<file path="config.mk">
export PLATFORM = sky130hd
export DESIGN_NAME = button_conditioner
export DESIGN_NICKNAME = d
export VERILOG_FILES = /design/src/rtl/stopwatch_pkg.sv /design/src/rtl/button_debounce_ch.sv /design/src/rtl/button_conditioner.sv
export SDC_FILE = /design/constraint.sdc
export NUM_CORES = 1
export LEC_CHECK = 0
export BUFFER_PORTS_ARGS = -buffer_cell sky130_fd_sc_hd__buf_2
export CAP_MARGIN = 5
export CORE_ASPECT_RATIO = 0.7
export CORE_MARGIN = 2
export CORE_UTILIZATION = 65
export DETAILED_ROUTE_END_ITERATION = 16
export PLACE_DENSITY = 0.93
export RECOVER_POWER = 25
export SKIP_LAST_GASP = 1
export SLEW_MARGIN = 20
export SYNTH_ARGS = -nofsm -noshare
export SYNTH_HDL_FRONTEND = slang
export SYNTH_SLANG_ARGS = --single-unit
</file>
<file path="constraint.sdc">
create_clock -name clk100_i -period 2.97 [get_ports clk100_i]
set_clock_uncertainty 0.05 [all_clocks]
set_input_delay 0.594 -clock clk100_i [delete_from_list [all_inputs] [get_ports clk100_i]]
set_output_delay 0.594 -clock clk100_i [all_outputs]
set_load 0.02 [all_outputs]
</file>
<file path="src/rtl/stopwatch_pkg.sv">
// Shared stopwatch constants: pushbutton channel indices, default timing derived from the
// system clock frequency, the autorepeat state type and a counter-width helper.
package stopwatch_pkg;

    localparam int unsigned CLK_FREQ_MHZ = 100;

    localparam int unsigned N_BTN          = 3;
    localparam int unsigned BTN_START_STOP = 0;
    localparam int unsigned BTN_SET        = 1;
    localparam int unsigned BTN_CHANGE     = 2;

    // 10 ms debounce, 500 ms before first autorepeat, 200 ms between repeats
    localparam int unsigned DEBOUNCE_CYCLES_DEF = CLK_FREQ_MHZ * 10_000;
    localparam int unsigned HOLD_CYCLES_DEF     = CLK_FREQ_MHZ * 500_000;
    localparam int unsigned REPEAT_CYCLES_DEF   = CLK_FREQ_MHZ * 200_000;

    typedef enum logic [1:0] {
        StIdle,
        StHold,
        StRepeat
    } rep_state_e;

    function automatic int unsigned cnt_width(input int unsigned n);
        return (n > 1) ? $clog2(n) : 1;
    endfunction

endpackage

</file>
<file path="src/rtl/button_debounce_ch.sv">
// One pushbutton channel: 2-FF synchroniser, counter debounce and optional hold-to-autorepeat,
// producing a clean active-high level plus registered single-cycle press/release pulses.
module button_debounce_ch
    import stopwatch_pkg::*;
#(
    parameter int unsigned DEBOUNCE_CYCLES = DEBOUNCE_CYCLES_DEF,
    parameter int unsigned HOLD_CYCLES     = HOLD_CYCLES_DEF,
    parameter int unsigned REPEAT_CYCLES   = REPEAT_CYCLES_DEF,
    parameter bit          REPEAT_EN       = 1'b0
) (
    input  logic clk100_i,
    input  logic rstn_i,
    input  logic btn_n_i,
    output logic level_o,
    output logic press_o,
    output logic release_o
);

    localparam int unsigned DbW   = cnt_width(DEBOUNCE_CYCLES);
    localparam int unsigned HoldW = cnt_width(HOLD_CYCLES);
    localparam int unsigned RptW  = cnt_width(REPEAT_CYCLES);
    localparam int unsigned RepW  = (HoldW > RptW) ? HoldW : RptW;

    localparam logic [DbW-1:0]  DbLast   = DbW'(DEBOUNCE_CYCLES - 1);
    localparam logic [RepW-1:0] HoldLast = RepW'(HOLD_CYCLES - 1);
    localparam logic [RepW-1:0] RptLast  = RepW'(REPEAT_CYCLES - 1);

    logic            s1_q, s1_d;
    logic            s2_q, s2_d;
    logic            stable_q, stable_d;
    logic [DbW-1:0]  db_cnt_q, db_cnt_d;
    logic            press_q, press_d;
    logic            release_q, release_d;
    rep_state_e      rep_state_q, rep_state_d;
    logic [RepW-1:0] rep_cnt_q, rep_cnt_d;
    logic            sample_pressed;
    logic            rise;
    logic            fall;

    always_comb begin
        s1_d           = btn_n_i;
        s2_d           = s1_q;
        stable_d       = stable_q;
        db_cnt_d       = '0;
        rep_state_d    = rep_state_q;
        rep_cnt_d      = rep_cnt_q;
        sample_pressed = ~s2_q;

        // Any sample agreeing with the accepted level restarts the stability count
        if (sample_pressed != stable_q) begin
            if (db_cnt_q == DbLast) begin
                stable_d = sample_pressed;
            end else begin
                db_cnt_d = db_cnt_q + DbW'(1);
            end
        end

        rise      = stable_d & ~stable_q;
        fall      = ~stable_d & stable_q;
        press_d   = rise;
        release_d = fall;

        if (REPEAT_EN) begin
            if (fall) begin
                rep_state_d = StIdle;
                rep_cnt_d   = '0;
            end else begin
                unique case (rep_state_q)
                    StIdle: begin
                        rep_cnt_d = '0;
                        if (rise) begin
                            rep_state_d = StHold;
                        end
                    end
                    StHold: begin
                        if (rep_cnt_q == HoldLast) begin
                            press_d     = 1'b1;
                            rep_state_d = StRepeat;
                            rep_cnt_d   = '0;
                        end else begin
                            rep_cnt_d = rep_cnt_q + RepW'(1);
                        end
                    end
                    StRepeat: begin
                        if (rep_cnt_q == RptLast) begin
                            press_d   = 1'b1;
                            rep_cnt_d = '0;
                        end else begin
                            rep_cnt_d = rep_cnt_q + RepW'(1);
                        end
                    end
                    default: begin
                        rep_state_d = StIdle;
                        rep_cnt_d   = '0;
                    end
                endcase
            end
        end
    end

    always_ff @(posedge clk100_i or negedge rstn_i) begin
        if (!rstn_i) begin
            s1_q        <= 1'b1;
            s2_q        <= 1'b1;
            stable_q    <= 1'b0;
            db_cnt_q    <= '0;
            press_q     <= 1'b0;
            release_q   <= 1'b0;
            rep_state_q <= StIdle;
            rep_cnt_q   <= '0;
        end else begin
            s1_q        <= s1_d;
            s2_q        <= s2_d;
            stable_q    <= stable_d;
            db_cnt_q    <= db_cnt_d;
            press_q     <= press_d;
            release_q   <= release_d;
            rep_state_q <= rep_state_d;
            rep_cnt_q   <= rep_cnt_d;
        end
    end

    assign level_o   = stable_q;
    assign press_o   = press_q;
    assign release_o = release_q;

endmodule

</file>
<file path="src/rtl/button_conditioner.sv">
// Stopwatch pushbutton front-end: one independent synchronise/debounce/autorepeat channel
// per raw active-low board button.
module button_conditioner #(
    parameter int unsigned      N_BTN           = stopwatch_pkg::N_BTN,
    parameter int unsigned      DEBOUNCE_CYCLES = stopwatch_pkg::DEBOUNCE_CYCLES_DEF,
    parameter int unsigned      HOLD_CYCLES     = stopwatch_pkg::HOLD_CYCLES_DEF,
    parameter int unsigned      REPEAT_CYCLES   = stopwatch_pkg::REPEAT_CYCLES_DEF,
    parameter logic [N_BTN-1:0] REPEAT_MASK     = 3'b100
) (
    input  logic             clk100_i,
    input  logic             rstn_i,
    input  logic [N_BTN-1:0] btn_n_i,
    output logic [N_BTN-1:0] level_o,
    output logic [N_BTN-1:0] press_o,
    output logic [N_BTN-1:0] release_o
);

    for (genvar i = 0; i < N_BTN; i++) begin : g_ch
        button_debounce_ch #(
            .DEBOUNCE_CYCLES (DEBOUNCE_CYCLES),
            .HOLD_CYCLES     (HOLD_CYCLES),
            .REPEAT_CYCLES   (REPEAT_CYCLES),
            .REPEAT_EN       (REPEAT_MASK[i])
        ) u_ch (
            .clk100_i  (clk100_i),
            .rstn_i    (rstn_i),
            .btn_n_i   (btn_n_i[i]),
            .level_o   (level_o[i]),
            .press_o   (press_o[i]),
            .release_o (release_o[i])
        );
    end

endmodule

</file>
==> results.ini <==
[outcome]
status = finished, violations left
violations = capacitance limit, slew limit

[sta]
final-setup-viol-count = 0
slew_headroom = -0.410
fin_crit_sh = 0.802
period_minus_slack_ns = 2.38
drv_slew = 41
rsz0062_at_grt = false
finalHoldViolCount = 0
setup_tns_ns = 0
worst_pin_slew_ns = 2.12
fmax_mhz = 420

[setup_path]
crit_path_max_incr_delay_ns = 0.59
worstSetupPathType = reg2reg
endpoint_kind = flop
worstPathRequired_ns = 3.12
r2r_slack_ns = 0.59
crit_family = compound AO/OA/AOI/OAI gates
path_max_fanout = 25
critPathSlowestCell = o211ai_4
start_kind = flop
rr_endpoint = g_ch[2].u_ch.rep_cnt_q[2]
ff2ff_path_depth = 6
cp_data_arrival_time_ns = 2.53
reg2reg_from = g_ch[2].u_ch.rep_cnt_q[0]
cp_num_buf_inv = 0
crit_chain = ha_1 -> and3_1 -> nand4_1 -> o31a_1 -> o211ai_4 -> nor2_1

[die]
dieArea_mm2 = 0.00868
start_util = 0.664
num_rows = 27
core_area_mm2 = 0.00777
io_pins = 14
chipWidth_um = 111
die_h_um = 78.6

[logic_synthesis]
synth-async-reset-ratio = 1.00
netlist_area_mm2 = 0.00516
ys_types = 50
synth_area_leaders = dfrtp_1 (47%), nor2_1 (7.7%), xnor2_1 (6.8%)
yosys.area.top_type_share = 0.470
syn_nets = 529
synth.most_common_cell = nor2_1
synth_edf_count = 0
synth_flop_cell = dfrtp_1
synth_seq_area_share = 0.501
ys_warn_count = 0
synth.avg_cell_area_um2 = 10.0
synth_top_area_cell = dfrtp_1
netlist_instances = 515
ys_seq_elements = 103
ys_top_cells_by_count = nor2_1 (106), dfrtp_1 (97), xnor2_1 (40)

[clock_network]
clock-root-buffer = clkbuf_16
cts.sinks = 103
cts_made_buffers = 9
path_clk_slew_ns = 0.07
clock_path_buffers = 2
ctsHoldBuffers = 0
htreeDepth = 3
insertion_delay_ns = 0.35
cts_tree = done
postCtsSetupRepairBufs = 0
ctsResizeCount = 0

[hold_path]
min_to = g_ch[1].u_ch.s1_q
holdPathStages = 1
hold_start = btn_n_i[1]
hold_class = in2reg

[power]
irDropWorstVdd_mv = 0.402
p_leak_nw = 2.32
power.density_mw_per_mm2 = 487

[global_route]
grt_pass1_wl_mm = 17.8
grt_usage = 0.257
grt_pass1_vias = 3757
grt_remaining_overflow = 0
grt_max_degree = 64
antenna_found_initial = 0

[cells_and_area]
layout-drive-gt1-share = 0.0990
nets = 534
area_delta_synth_final_pct = 7.37
n_antenna_cell = 0
final_cells = 626

[placement]
hpwlAfterDp_mm = 7.18
io_buffers = 13
dp.cells = 610
place.gp.congestion = 0.934

[drt]
wl_mm = 10.5
firstDrtPassIters = 5
ant_nets = 0
drt_iter0_drc = 349
drc = 0
avgRoutedWirePerCell_um = 16.8
viasPerCell = 6.03
vias = 3773

[job]
cap_violations = 1

[final cells by class]
class,instances,area (um2)
Timing Repair Buffer,15,91.3
Clock inverter,6,68.8
Tap cell,101,126
Inverter,17,63.8
Sequential cell,103,2580
Multi-Input combinational cell,374,2370
Clock buffer,10,239
Fill cell,543,2230
[metal layers]
metal  global-route usage  wire, um  up-vias
li1                     -         -     1753
met1                0.336      4540     1865
met2                0.423      5170      135
met3               0.0811       636       20
met4               0.0625       153        0
met5                    0         0        -
[cells in the final DEF, fill, tap and decap left out, types with 2 or more instances in the layout]
cell type,count
a21oi_1,3
a31oi_1,2
and2_1,5
and3_1,8
and4_1,10
buf_2,12
clkbuf_16,9
clkinv_4,2
dfrtp_1,97
dfstp_2,6
ha_1,9
inv_1,17
nand2_1,31
nand3_1,38
nand4_1,21
nor2_1,106
nor3_1,15
nor3b_1,2
nor4_1,7
nor4_4,3
nor4b_1,3
nor4b_2,2
o21ai_0,4
or2_2,3
xnor2_1,40
xor2_1,39
[through the flow]
stage          total power, mW  hold slack, ns  setup slack, ns  utilization  cell area [um2]
2_1_floorplan             1.49           0.248             1.07            -             5160
3_3_place_gp              1.53           0.299            0.795        0.674             5240
3_5_place_dp              1.53           0.299            0.647        0.674             5240
4_1_cts                   2.72           0.175            0.604        0.714             5550
5_1_grt                   2.80           0.270            0.350        0.713             5540
6_report                  2.70           0.286            0.587        0.713             5540
[worst register-to-register path, cell delays in order, from the launching register on]
cell and delay [ns]:
dfrtp_1 0.41, ha_1 0.21, and3_1 0.25, nand4_1 0.21
o31a_1 0.38, o211ai_4 0.59, nor2_1 0.15
[cells by family after synthesis]
family                     synth area share
and+or+nand+nor                       0.272
DFF                                   0.501
xor gates and xnor gates              0.134
buffers and inverters                0.0405
AOI/OAI and AO/OA                    0.0308
adders and majority gates            0.0218
[sequential cells by signal, indices dropped and copies added, names as in the netlist]
signal                 cells
g_ch.u_ch.db_cnt_q        60
g_ch.u_ch.level_o          3
g_ch.u_ch.press_o          3
g_ch.u_ch.release_o        3
g_ch.u_ch.rep_cnt_q       26
g_ch.u_ch.rep_state_q      2
g_ch.u_ch.s1_q             3
g_ch.u_ch.s2_q             3
[report_power, final]
part / switching [mW] / leakage (nW) / total (mW) / internal (mW)
clock: 0.520 / 0.149 / 1.20 / 0.680
combinational: 0.0498 / 0.761 / 0.0665 / 0.0167
sequential: 0.0147 / 1.41 / 1.43 / 1.42
[worst max path at each step]
stage                                           from                         end  slack (ns)  cells after the start
after floorplan             g_ch[1].u_ch.db_cnt_q[0]   g_ch[1].u_ch.db_cnt_q[11]        1.07                      8
after global placement    g_ch[2].u_ch.rep_cnt_q[18]  g_ch[2].u_ch.rep_cnt_q[23]        0.79                      5
after detailed placement   g_ch[2].u_ch.rep_cnt_q[0]   g_ch[2].u_ch.rep_cnt_q[2]        0.65                      6
after CTS                  g_ch[2].u_ch.rep_cnt_q[0]   g_ch[2].u_ch.rep_cnt_q[2]        0.60                      6
after global routing                          rstn_i   g_ch[1].u_ch.db_cnt_q[11]        0.35                      1
final                      g_ch[2].u_ch.rep_cnt_q[0]   g_ch[2].u_ch.rep_cnt_q[2]        0.59                      6
(Power assumes the default switching activity.)
